## src/rtl/cache_pkg.sv

```systemverilog
`default_nettype none
// ============================================================================
// Module      : cache_pkg
// Description : Shared widths, AXI response encoding and AXI master state
//               encoding for the cache memory-side interface.
// Revision    : 1.0 - initial release
// ============================================================================
package cache_pkg;

    localparam int ADDR_WIDTH = 32;
    localparam int DATA_WIDTH = 32;
    localparam int DATA_BYTES = DATA_WIDTH / 8;
    // Request packet {addr, wdata, wstrb, we}; also the request fifo width.
    localparam int FIFO_WIDTH = ADDR_WIDTH + DATA_WIDTH + DATA_BYTES + 1;

    typedef enum logic [1:0] {
        OKAY   = 2'b00,
        EXOKAY = 2'b01,
        SLVERR = 2'b10,
        DECERR = 2'b11
    } axi_resp_t;

    typedef enum logic [2:0] {
        IDLE         = 3'd0,
        WR_ADDR_DATA = 3'd1,
        WR_RESP      = 3'd2,
        RD_ADDR      = 3'd3,
        RD_DATA      = 3'd4,
        RESP         = 3'd5
    } axi_mst_state_t;

    // Both error encodings have bit 1 set; the full compare keeps every
    // response bit in use.
    function automatic logic resp_is_err(input logic [1:0] resp);
        return (axi_resp_t'(resp) == SLVERR) || (axi_resp_t'(resp) == DECERR);
    endfunction

endpackage
`default_nettype wire

```

## src/rtl/axi_4_lite_master.sv

```systemverilog
`default_nettype none
// ============================================================================
// Module      : axi_4_lite_master
// Description : Memory-side AXI4-Lite initiator for the cache. Takes one
//               request packet at a time, issues it as a single AXI4-Lite
//               transaction (AW+W+B or AR+R) and returns read data or a
//               write acknowledge on a valid/ready response port.
// Revision    : 1.0 - initial release
//
// Ports:
//   aclk_i, arst_i           clock, synchronous active-high reset
//   req_data_i/valid/ready   request packet {addr, wdata, wstrb, we}
//   rsp_data/we/err/valid/ready  response to the cache
//   aw*, w*, b*, ar*, r*     AXI4-Lite master channels
// ============================================================================
module axi_4_lite_master #(
    parameter int         ADDR_WIDTH = cache_pkg::ADDR_WIDTH,
    parameter int         DATA_WIDTH = cache_pkg::DATA_WIDTH,
    parameter int         DATA_BYTES = DATA_WIDTH / 8,
    parameter int         PKT_WIDTH  = ADDR_WIDTH + DATA_WIDTH + DATA_BYTES + 1,
    parameter logic [2:0] PROT       = 3'b000
) (
    input  logic                  aclk_i,
    input  logic                  arst_i,
    // cache request port
    input  logic [PKT_WIDTH-1:0]  req_data_i,
    input  logic                  req_valid_i,
    output logic                  req_ready_o,
    // cache response port
    output logic [DATA_WIDTH-1:0] rsp_data_o,
    output logic                  rsp_we_o,
    output logic                  rsp_err_o,
    output logic                  rsp_valid_o,
    input  logic                  rsp_ready_i,
    // AXI write address
    output logic                  awvalid_o,
    input  logic                  awready_i,
    output logic [ADDR_WIDTH-1:0] awaddr_o,
    output logic [2:0]            awprot_o,
    // AXI write data
    output logic                  wvalid_o,
    input  logic                  wready_i,
    output logic [DATA_WIDTH-1:0] wdata_o,
    output logic [DATA_BYTES-1:0] wstrb_o,
    // AXI write response
    input  logic                  bvalid_i,
    input  logic [1:0]            bresp_i,
    output logic                  bready_o,
    // AXI read address
    output logic                  arvalid_o,
    input  logic                  arready_i,
    output logic [ADDR_WIDTH-1:0] araddr_o,
    output logic [2:0]            arprot_o,
    // AXI read data
    input  logic                  rvalid_i,
    input  logic [DATA_WIDTH-1:0] rdata_i,
    input  logic [1:0]            rresp_i,
    output logic                  rready_o
);
    import cache_pkg::*;

    // Packet field positions, LSB first: we, wstrb, wdata, addr.
    localparam int WE_BIT    = 0;
    localparam int STRB_LSB  = 1;
    localparam int WDATA_LSB = STRB_LSB + DATA_BYTES;
    localparam int ADDR_LSB  = WDATA_LSB + DATA_WIDTH;

    axi_mst_state_t          state_q,    state_d;
    logic                    awvalid_q,  awvalid_d;
    logic                    wvalid_q,   wvalid_d;
    logic                    arvalid_q,  arvalid_d;
    logic [ADDR_WIDTH-1:0]   addr_q,     addr_d;
    logic [DATA_WIDTH-1:0]   wdata_q,    wdata_d;
    logic [DATA_BYTES-1:0]   wstrb_q,    wstrb_d;
    logic [DATA_WIDTH-1:0]   rsp_data_q, rsp_data_d;
    logic                    rsp_we_q,   rsp_we_d;
    logic                    rsp_err_q,  rsp_err_d;

    // A channel counts as done once its valid has already dropped, or its
    // handshake completes this cycle.
    logic aw_done;
    logic w_done;
    assign aw_done = !awvalid_q || awready_i;
    assign w_done  = !wvalid_q  || wready_i;

    always_ff @(posedge aclk_i) begin
        if (arst_i) begin
            state_q    <= IDLE;
            awvalid_q  <= 1'b0;
            wvalid_q   <= 1'b0;
            arvalid_q  <= 1'b0;
            addr_q     <= '0;
            wdata_q    <= '0;
            wstrb_q    <= '0;
            rsp_data_q <= '0;
            rsp_we_q   <= 1'b0;
            rsp_err_q  <= 1'b0;
        end else begin
            state_q    <= state_d;
            awvalid_q  <= awvalid_d;
            wvalid_q   <= wvalid_d;
            arvalid_q  <= arvalid_d;
            addr_q     <= addr_d;
            wdata_q    <= wdata_d;
            wstrb_q    <= wstrb_d;
            rsp_data_q <= rsp_data_d;
            rsp_we_q   <= rsp_we_d;
            rsp_err_q  <= rsp_err_d;
        end
    end

    always_comb begin
        state_d    = state_q;
        awvalid_d  = awvalid_q;
        wvalid_d   = wvalid_q;
        arvalid_d  = arvalid_q;
        addr_d     = addr_q;
        wdata_d    = wdata_q;
        wstrb_d    = wstrb_q;
        rsp_data_d = rsp_data_q;
        rsp_we_d   = rsp_we_q;
        rsp_err_d  = rsp_err_q;

        case (state_q)
            IDLE: begin
                if (req_valid_i) begin
                    addr_d  = req_data_i[ADDR_LSB  +: ADDR_WIDTH];
                    wdata_d = req_data_i[WDATA_LSB +: DATA_WIDTH];
                    wstrb_d = req_data_i[STRB_LSB  +: DATA_BYTES];
                    if (req_data_i[WE_BIT]) begin
                        awvalid_d = 1'b1;
                        wvalid_d  = 1'b1;
                        state_d   = WR_ADDR_DATA;
                    end else begin
                        arvalid_d = 1'b1;
                        state_d   = RD_ADDR;
                    end
                end
            end
            WR_ADDR_DATA: begin
                if (awvalid_q && awready_i) begin
                    awvalid_d = 1'b0;
                end
                if (wvalid_q && wready_i) begin
                    wvalid_d = 1'b0;
                end
                if (aw_done && w_done) begin
                    state_d = WR_RESP;
                end
            end
            WR_RESP: begin
                if (bvalid_i) begin
                    rsp_err_d  = resp_is_err(bresp_i);
                    rsp_we_d   = 1'b1;
                    rsp_data_d = '0;
                    state_d    = RESP;
                end
            end
            RD_ADDR: begin
                if (arready_i) begin
                    arvalid_d = 1'b0;
                    state_d   = RD_DATA;
                end
            end
            RD_DATA: begin
                if (rvalid_i) begin
                    rsp_data_d = rdata_i;
                    rsp_err_d  = resp_is_err(rresp_i);
                    rsp_we_d   = 1'b0;
                    state_d    = RESP;
                end
            end
            RESP: begin
                if (rsp_ready_i) begin
                    state_d = IDLE;
                end
            end
            default: begin
                state_d   = IDLE;
                awvalid_d = 1'b0;
                wvalid_d  = 1'b0;
                arvalid_d = 1'b0;
            end
        endcase
    end

    // Ready is gated by reset so the cache never sees a stale accept while
    // the block is being cleared.
    assign req_ready_o = (state_q == IDLE) && !arst_i;

    assign awvalid_o   = awvalid_q;
    assign awaddr_o    = addr_q;
    assign awprot_o    = PROT;
    assign wvalid_o    = wvalid_q;
    assign wdata_o     = wdata_q;
    assign wstrb_o     = wstrb_q;
    assign bready_o    = (state_q == WR_RESP);
    assign arvalid_o   = arvalid_q;
    assign araddr_o    = addr_q;
    assign arprot_o    = PROT;
    assign rready_o    = (state_q == RD_DATA);

    assign rsp_valid_o = (state_q == RESP);
    assign rsp_data_o  = rsp_data_q;
    assign rsp_we_o    = rsp_we_q;
    assign rsp_err_o   = rsp_err_q;

endmodule
`default_nettype wire

```

## config.mk

```make
export PLATFORM = sky130hd
export DESIGN_NAME = axi_4_lite_master
export DESIGN_NICKNAME = d
export VERILOG_FILES = /design/src/rtl/cache_pkg.sv /design/src/rtl/axi_4_lite_master.sv
export SDC_FILE = /design/constraint.sdc
export NUM_CORES = 1
export LEC_CHECK = 0
export ABC_AREA = 1
export CAP_MARGIN = 30
export CORE_ASPECT_RATIO = 0.7
export CORE_MARGIN = 8
export CORE_UTILIZATION = 38
export DETAILED_ROUTE_END_ITERATION = 12
export GPL_ROUTABILITY_DRIVEN = 0
export GPL_TIMING_DRIVEN = 0
export HOLD_SLACK_MARGIN = 0.03
export PLACE_DENSITY = 0.81
export SLEW_MARGIN = 30
export SYNTH_ARGS = -nofsm -noshare
export SYNTH_HDL_FRONTEND = slang
export SYNTH_SLANG_ARGS = --single-unit
```

## constraint.sdc

```tcl
create_clock -name aclk_i -period 1.78 [get_ports aclk_i]
set_input_delay 0.267 -clock aclk_i [delete_from_list [all_inputs] [get_ports aclk_i]]
set_output_delay 0.267 -clock aclk_i [all_outputs]
set_load 0.1 [all_outputs]
```

## Word level (Yosys, flattened, before mapping)

Index checks and enable logic that the tools add are counted.

- Register bits after elaboration: 108
- Input bits: 114
- Output and inout port bits: 147
- Word-level logic and storage cells: 79

- Eq/ne operators: 19
- Multiplexer cells: 27
- Reduce and logical (&&, ||, !) cells: 21
- Bitwise gates (word level): 2

Operators with widths:

| kind | count |
|---|---|
| two-way mux 32 bit | 2 |
| one-hot mux 32 bit (2 select lines) | 1 |
| two-way mux 3 bit | 6 |
| != test 2 bit (second input constant) | 9 |
| one-hot mux 3 bit (6 select lines) | 1 |
| AND reduction 4 bit | 3 |
| two-way mux 1 bit | 11 |
| one-hot mux 1 bit (3 select lines) | 3 |
| equality test 2 bit (second input constant) | 4 |
| OR reduction 4 bit | 2 |
| equality test 3 x 2 -> 1 bit (second input constant) | 2 |
| equality test 3 bit (second input constant) | 2 |
| AND reduction 6 bit | 1 |
| logical AND 1 bit | 4 |
| logical OR 1 bit | 4 |
| one-hot mux 1 bit (2 select lines) | 2 |
| equality test 3 x 1 -> 1 bit (second input constant) | 1 |
| zero test 1 bit | 3 |
| zero test 3 bit | 1 |
| AND reduction 3 bit | 1 |
| two-way mux 2 bit | 1 |
| != test 2 x 1 -> 1 bit (second input constant) | 1 |
| NOT 1 bit | 2 |
| AND reduction 2 bit | 1 |
| nonzero test 2 bit | 1 |

## Longest topological paths before layout

Gate-level depths: netlist of run 1.

- Word-level depth: 5
- Gate-level depth with buffers: 11
- Depth with buffers taken out: 10

## Worst setup path after synthesis of run 1

No wires, ideal clock.

- Path kind: reg2out
- Start: reg state_q[2]
- End: out req_ready_o
- Data arrival time: 2.192 ns
- Slack: -0.679 ns
- Cell stages (with the launch flop): 8
- Path through: dfxtp_1 > buf_2 > inv_2 > nand2_2 > nor2_4 > buf_6 > inv_1 > nor2_1

- Longest elaborated chain between the ends: 2

RTL lines:

| item | line | text |
|---|---|---|
| start, declared | axi_4_lite_master.sv:68 | `axi_mst_state_t state_q, state_d;` |
| start signal, assigned | axi_4_lite_master.sv:99 | `state_q <= state_d;` |
| zero test 3 bit | axi_4_lite_master.sv:189 | `assign req_ready_o = (state_q == IDLE) && !arst_i;` |
| logical AND 1 bit | axi_4_lite_master.sv:189 |  |
| end, declared | axi_4_lite_master.sv:28 | `output logic req_ready_o,` |

Every way passes these cells.

## Final worst setup path of run 1

Ends and elaborated chain as after synthesis.

==> results of run 1 <==
## worst paths after layout
check / from / end
max: state_q[2]$_SDFFE_PP0P_ / req_ready_o
min: wdata_o[2]$_SDFFE_PP0P_ / wdata_o[2]$_SDFFE_PP0P_
max reg2reg: state_q[2]$_SDFFE_PP0P_ / wdata_o[5]$_SDFFE_PP0P_
min reg2reg: wdata_o[2]$_SDFFE_PP0P_ / wdata_o[2]$_SDFFE_PP0P_
## metrics by stage
step	cells	TNS [ns]	hold WS [ns]	setup WS, ns	total power [mW]
6_report	1006	0	0.4604	0.06499	12.92
4_1_cts	1004	-0.1605	0.4591	-0.1605	12.90
2_1_floorplan	579	-0.2169	0.4098	-0.2169	9.059
3_5_place_dp	988	-25.05	0.4490	-0.8834	10.97
3_3_place_gp	987	-21.70	0.4364	-0.8993	10.90
5_1_grt	1006	-0.02535	0.4777	-0.02535	13.52
## report_power, final
part	internal, mW	switching, mW	total, mW
sequential	2.84	0.279	3.12
combinational	1.94	5.88	7.82
clock	1.15	0.829	1.98
## cell usage after synthesis (all sizes together)
master and instances:
nand2 161, nor3 1, nand3b 3, buf 62
nor2 21, nand3 74, dfxtp 108, o21ai 3
a21oi 108, conb 1, clkbuf 17, inv 15
## per-layer routing
layer	vias to the layer above	wire length (um)	global-route usage, %
met5	-	0	0
met4	0	140	3.701
met3	10	1507	7.073
met2	179	7493	33.80
met1	2168	6998	24.43
li1	2377	-	-
## cell type report
class,instances,area (sq um)
clock inverter,2,35.03
timing repair buffer,257,2635
fill,1004,3918
sequential,108,2170
clock buffer,12,256.5
tap,157,196.4
buffer,78,508.0
inverter,15,61.31
multi-input combinational,377,1699
## flip-flops by register name (all words and copies together) (netlist names)
signal and flops:
wdata_o 32, awvalid_o 1, state_q 3, araddr_o 32, arvalid_o 1, rsp_we_o 1, wstrb_o 4, rsp_data_o 32
wvalid_o 1, rsp_err_o 1
## what timing repair did
action                                 in CTS  in global routing
pin swaps                                   1                  2
gates resized for setup                   417                 29
gates cloned                                0                  0
endpoints found under the hold margin       0                  0
setup endpoints to repair                 150                 45
buffers inserted                            2                  3
## logic make-up after synthesis
kind of cell    Yosys count  synth area share [%]
compound gates          111                 12.64
buf+inv                  94                 12.90
flops                   108                 49.20
other cells               1               0.08534
simple gates            260                 25.17
## worst max-delay path, stage by stage (launching register included)
cell and delay (ns):
dfxtp_4 0.38, inv_4 0.08, nand2_4 0.07, nor2_4 0.12
buf_6 0.12, inv_2 0.04, nor2_4 0.12, buf_12 0.18
==> metrics.sh, run 1 <==
WIRE_LENGTH_OF_THE_FIRST_GLOBAL_ROUTING_PASS_MM=24.71
DIE_WIDTH_UM=144.5
CTS-BUFFERS-INSERTED=9
FINAL_UTIL_PCT=65.87
WORSTHOLDPATHTYPE='register to register'
MAX_FO_CRITICAL_PATH=7
VIA_COUNT_OF_THE_FIRST_GLOBAL_ROUTING_PASS=4605
MIN_DELAY_PATH_DEPTH=2
CTS_ROOT_BUF='clkbuf_16'
TIMING.FMAX_GHz=0.5831
YOSYSWARNINGS=0
MAX_H_TREE_LEVEL=3
WORSTPATHREQUIRED_NS=1.51
DRT_PRE_ANTENNA_ITERS=4
ROWS=33
HOLD_BUFFERS=0
VIASPERCELL=4.706
POST_DP_CELL_AREA_SQ_UM=7154
LAYOUT-DRIVE-GT1-SHARE_PCT=28.15
POST_DRT_WL_PER_CELL_UM=16.04
FIN_CRIT_NS=1.715
PATH_CLASS='register to primary output'
SYNTHDOMINANTAREACELLTYPE='dfxtp_1'
CLOCK_SINKS=108
FF2FF_PATH_DEPTH=9
AVGSYNTHCELLAREA_SQ_UM=7.655
CP-END-KIND='primary output'
GRT_OVERFLOW=0
ARRIVAL_NS=1.45
FINALWIRELENGTH_MM=16.14
WORST_CLOCK_SKEW_NS=0.005624
POST-ROUTE-DRC-COUNT=0
DIEAREA_SQ_UM=15320
DETAILED_PLACE_HPWL_MM=12.41
WORSTMARGINPINSLEW_NS=0.6201
CORE_AREA_SQ_UM=11480
WORST_SETUP_HOLD_PATH_CLK_SLEW_NS=0.07
POWER.DENSITY_CELL_AREA_nW_PER_UM2=1709
ANTENNA_CELLS_INSERTED=0
FINAL_CELL_MIX='nand2_1 (158), clkdlybuf4s15_2 (118), clkdlybuf4s50_1 (111)'
WORSTSETUPSTARTPOINTTYPE='register'
NUMBER_OF_DISTINCT_LIBRARY_CELLS_AFTER_SYNTHESIS=19
RRSETUPSLACK_NS=0.22
ROUTED-VIA-COUNT=4734
MIN_PERIOD_OVER_PERIOD_PCT=96.35
SYNTHDOMINANTCELLAREASHARE_PCT=49.20
ANTENNA_FOUND_INITIAL=0
YOSYS_REGISTER_BITS=108
STATUS='complete, no violations'
CLOCK_LATENCY_NS=0.33
GRT_MAX_DEGREE=16
CTS-ROOT-TO-SINK-BUFFERS=2
FLOORPLAN.INITIALDENSITY_PCT=38.28
DIE-HEIGHT_UM=106.0
SETUP_VIOL=0
SYN-CELL-AREA_SQ_UM=4394
HOLD_VIOL=0
FINAL_CELL_AREA_SQ_UM=7561
RSZ_0062_RAISED_AFTER_GLOBAL_ROUTING='true'
NUM_IO_PINS=261
PORT-BUFFER-COUNT=251
TRITONCTS='built'
AREAGROWTHSYNTHTOFINISH_PCT=72.07
GRT_USE_TOTAL_PCT=20.07
NETLIST_TOP_CELLS_AREA='dfxtp_1 (49%), nand2_1 (13%), a21oi_1 (12%)'
SYNTHCELLS=574
LEAKAGE_POWER_nW=2.931
NNETSFINAL=960
INITIALDRTVIOLATIONCOUNT=200
FINAL_ANTENNA_VIOLATING_NET_COUNT=0
SYNTH_SEQ_AREA_SHARE_PCT=49.20
LAYOUT_COMMONEST_CELL='nand2_1'
VDD_IR_DROP_MAX_uV=1175
MAXCAPVIOLATIONS=0
FINAL_MAX_SLEW_VIOL_COUNT=0
TIMING.MAX_SLEW.REL_SLACK_PCT=58.66
Power figures use the tool's default switching activity.
==> run 2, diff against run 1 <==
--- a/config.mk
+++ b/config.mk
@@ -9,12 +9,12 @@
 export CAP_MARGIN = 30
 export CORE_ASPECT_RATIO = 0.7
 export CORE_MARGIN = 8
-export CORE_UTILIZATION = 38
+export CORE_UTILIZATION = 34
 export DETAILED_ROUTE_END_ITERATION = 12
 export GPL_ROUTABILITY_DRIVEN = 0
 export GPL_TIMING_DRIVEN = 0
 export HOLD_SLACK_MARGIN = 0.03
-export PLACE_DENSITY = 0.81
+export PLACE_DENSITY = 0.86
 export SLEW_MARGIN = 30
 export SYNTH_ARGS = -nofsm -noshare
 export SYNTH_HDL_FRONTEND = slang
==> constraint.sdc (replaced) <==
create_clock -name aclk_i -period 1.55 [get_ports aclk_i]
set_input_delay 0.2325 -clock aclk_i [delete_from_list [all_inputs] [get_ports aclk_i]]
set_output_delay 0.2325 -clock aclk_i [all_outputs]
set_load 0.1 [all_outputs]
==> run 2 against run 1 <==
Against the previous run: the run now ends with negative setup slack left; global-route usage down 0.90 points; flip-flop and latch count unchanged; die area up 10%; clock power up 19%; cell count up 2.1%; critical path type unchanged.
==> metrics.sh, run 2 (synthesis results as in run 1) <==
HOLD_VIOL=0  # unchanged
MAXCAPVIOLATIONS=0  # unchanged
RSZ_0062_RAISED_AFTER_GLOBAL_ROUTING='true'
LAYOUT-DRIVE-GT1-SHARE_PCT=38.27  # +10 points
PATH_CLASS='register to primary output'
STATUS='complete, but fails checks'
FINALWIRELENGTH_MM=17.91  # +11%
POST_LAYOUT_NONFILLER_INSTANCES=1027  # +2.1%
FIN_CRIT_NS=1.718
FLOORPLAN.INITIALDENSITY_PCT=35.13  # -3.1 points
FINAL_CELL_MIX='nand2_1 (142), clkdlybuf4s50_1 (110), clkdlybuf4s15_2 (101)'
NUM_IO_PINS=261  # unchanged
WIRE_LENGTH_OF_THE_FIRST_GLOBAL_ROUTING_PASS_MM=26.70  # +8.1%
WORSTMARGINPINSLEW_NS=0.7116  # +0.09149 ns
POWER.DENSITY_CELL_AREA_nW_PER_UM2=1990  # +16%
PORT-BUFFER-COUNT=251  # unchanged
CLOCK_LATENCY_NS=0.34  # about the same
TIMING.FMAX_GHz=0.5821
ROUTED-VIA-COUNT=4908  # +3.7%
CP-END-KIND='primary output'
INITIALDRTVIOLATIONCOUNT=224  # +12%
CORE_AREA_SQ_UM=12510  # +9.0%
FF_LATCH_AREA_SQ_UM=2211  # +1.9%
HOLD_BUFFERS=0  # unchanged
FINAL_CELL_AREA_SQ_UM=8004  # +5.9%
DETAILED_PLACE_HPWL_MM=13.18  # +6.3%
WORST_CLOCK_SKEW_NS=0.008295  # +0.002670 ns
FINAL_UTIL_PCT=64.00  # -1.9 points
WORST_SETUP_HOLD_PATH_CLK_SLEW_NS=0.08  # about the same
LEAKAGE_POWER_nW=3.122  # +6.5%
CLOCK_SINKS=108  # unchanged
DIE-HEIGHT_UM=111.1  # +4.9%
GRT_USE_TOTAL_PCT=19.18  # -0.90 points
WORSTPATHREQUIRED_NS=1.32  # -0.19 ns
VDD_IR_DROP_MAX_uV=1471  # +25%
DIEAREA_SQ_UM=16880  # +10%
POST_DRT_WL_PER_CELL_UM=17.43  # +8.7%
ANTENNA_CELLS_INSERTED=0  # unchanged
MAX_H_TREE_LEVEL=3  # unchanged
FINAL_ANTENNA_VIOLATING_NET_COUNT=0  # unchanged
AREAGROWTHSYNTHTOFINISH_PCT=82.15
VIASPERCELL=4.779  # +1.6%
ANTENNA_FOUND_INITIAL=0  # unchanged
DRT_PRE_ANTENNA_ITERS=4  # unchanged
TRITONCTS='built'
ROWS=34  # +3.0%
POST-ROUTE-DRC-COUNT=0  # unchanged
TIMING.MAX_SLEW.REL_SLACK_PCT=52.56  # -6.1 points
WORSTSETUPSTARTPOINTTYPE='register'
POST_DP_CELL_AREA_SQ_UM=7196  # +0.58%
CTS-ROOT-TO-SINK-BUFFERS=2  # unchanged
VIA_COUNT_OF_THE_FIRST_GLOBAL_ROUTING_PASS=4789  # +4.0%
FAILING_CHECKS='negative setup slack'
MIN_PERIOD_OVER_PERIOD_PCT=110.8
FINAL_MAX_SLEW_VIOL_COUNT=0  # unchanged
DIE_WIDTH_UM=151.9  # +5.1%
ARRIVAL_NS=1.49  # +0.04 ns
PLACE_INST=992  # +0.40%
CTS_ROOT_BUF='clkbuf_16'
CTS-BUFFERS-INSERTED=9  # unchanged
GRT_OVERFLOW=0  # unchanged
LAYOUT_COMMONEST_CELL='nand2_1'
HOLD_SLACK_NS=0.4400  # -0.02041 ns
SETUP_VIOL=38  # +38
POST-ROUTE-WORST-SETUP-SLACK_NS=-0.1679  # -0.2329 ns
NNETSFINAL=974  # +1.5%
AREA_OF_THE_MULTI_INPUT_GATES_SQ_UM=1877  # +10%
GRT_MAX_DEGREE=20  # +4
MAX_FO_CRITICAL_PATH=6  # -1
FILLERS=1076  # +7.2%
WORSTHOLDPATHTYPE='input pin to register'
-- run 2: worst max-delay path: stages (launching register included) --
cell and delay, ns:
dfxtp_2 0.32, buf_6 0.13, inv_8 0.07, nand2_8 0.06, nor2_4 0.12, buf_6 0.12
inv_2 0.04, nor2_4 0.10, buf_12 0.18
-- run 2: final timing paths --
check / end / startpoint / slack (ns) / depth (start not counted)
worst max-delay path: req_ready_o / state_q[2]$_SDFFE_PP0P_ / -0.17 / 8
worst min-delay path: rsp_data_o[22]$_SDFFE_PP0P_ / rdata_i[22] / 0.44 / 3
worst max register to register: rsp_data_o[5]$_SDFFE_PP0P_ / state_q[2]$_SDFFE_PP0P_ / -0.13 / 9
worst min register to register: wdata_o[14]$_SDFFE_PP0P_ / wdata_o[14]$_SDFFE_PP0P_ / 0.46 / 2
-- run 2: power by group --
group          internal [mW]  switching [mW]  total (mW)
sequential              3.30           0.334        3.63
combinational           2.80            7.14        9.94
clock                   1.28            1.07        2.35
total                   7.38            8.55        15.9
-- run 2: per-stage QoR --
| stage | setup TNS [ns] | setup slack (ns) | total power, mW |
|---|---|---|---|
| finish | -3.371 | -0.1679 | 15.93 |
| global route | -6.868 | -0.2530 | 16.64 |
| CTS | -1.066 | -0.1804 | 15.02 |
| detailed placement | -62.92 | -1.070 | 12.73 |
| global placement | -61.40 | -1.047 | 12.63 |
| floorplan | -0.08782 | -0.07073 | 10.51 |
-- run 2: timing repair --
| action | 4_1_cts | 5_1_grt |
|---|---|---|
| buffers inserted | 2 | 10 |
| cloned | 0 | 7 |
| pin swaps | 2 | 30 |
| gates resized for setup | 512 | 80 |
| setup endpoints to repair | 232 | 96 |
-- run 2: layout make-up --
cell class | count | share of cell area, %
clock inverters | 7 | 0.9848
flip-flops and latches | 108 | 27.62
plain buffers | 79 | 7.300
inverters | 15 | 0.9692
well taps | 162 | 2.532
multi-input cells | 378 | 23.45
clock buffers | 9 | 2.814
repair buffers | 269 | 34.33
-- run 2: routing by layer --
layer	wire length (um)	vias up	track usage, %
li1	-	2412	-
met1	7584	2282	22.95
met2	8763	191	32.29
met3	1292	23	6.667
met4	265	0	4.536
met5	0	-	0
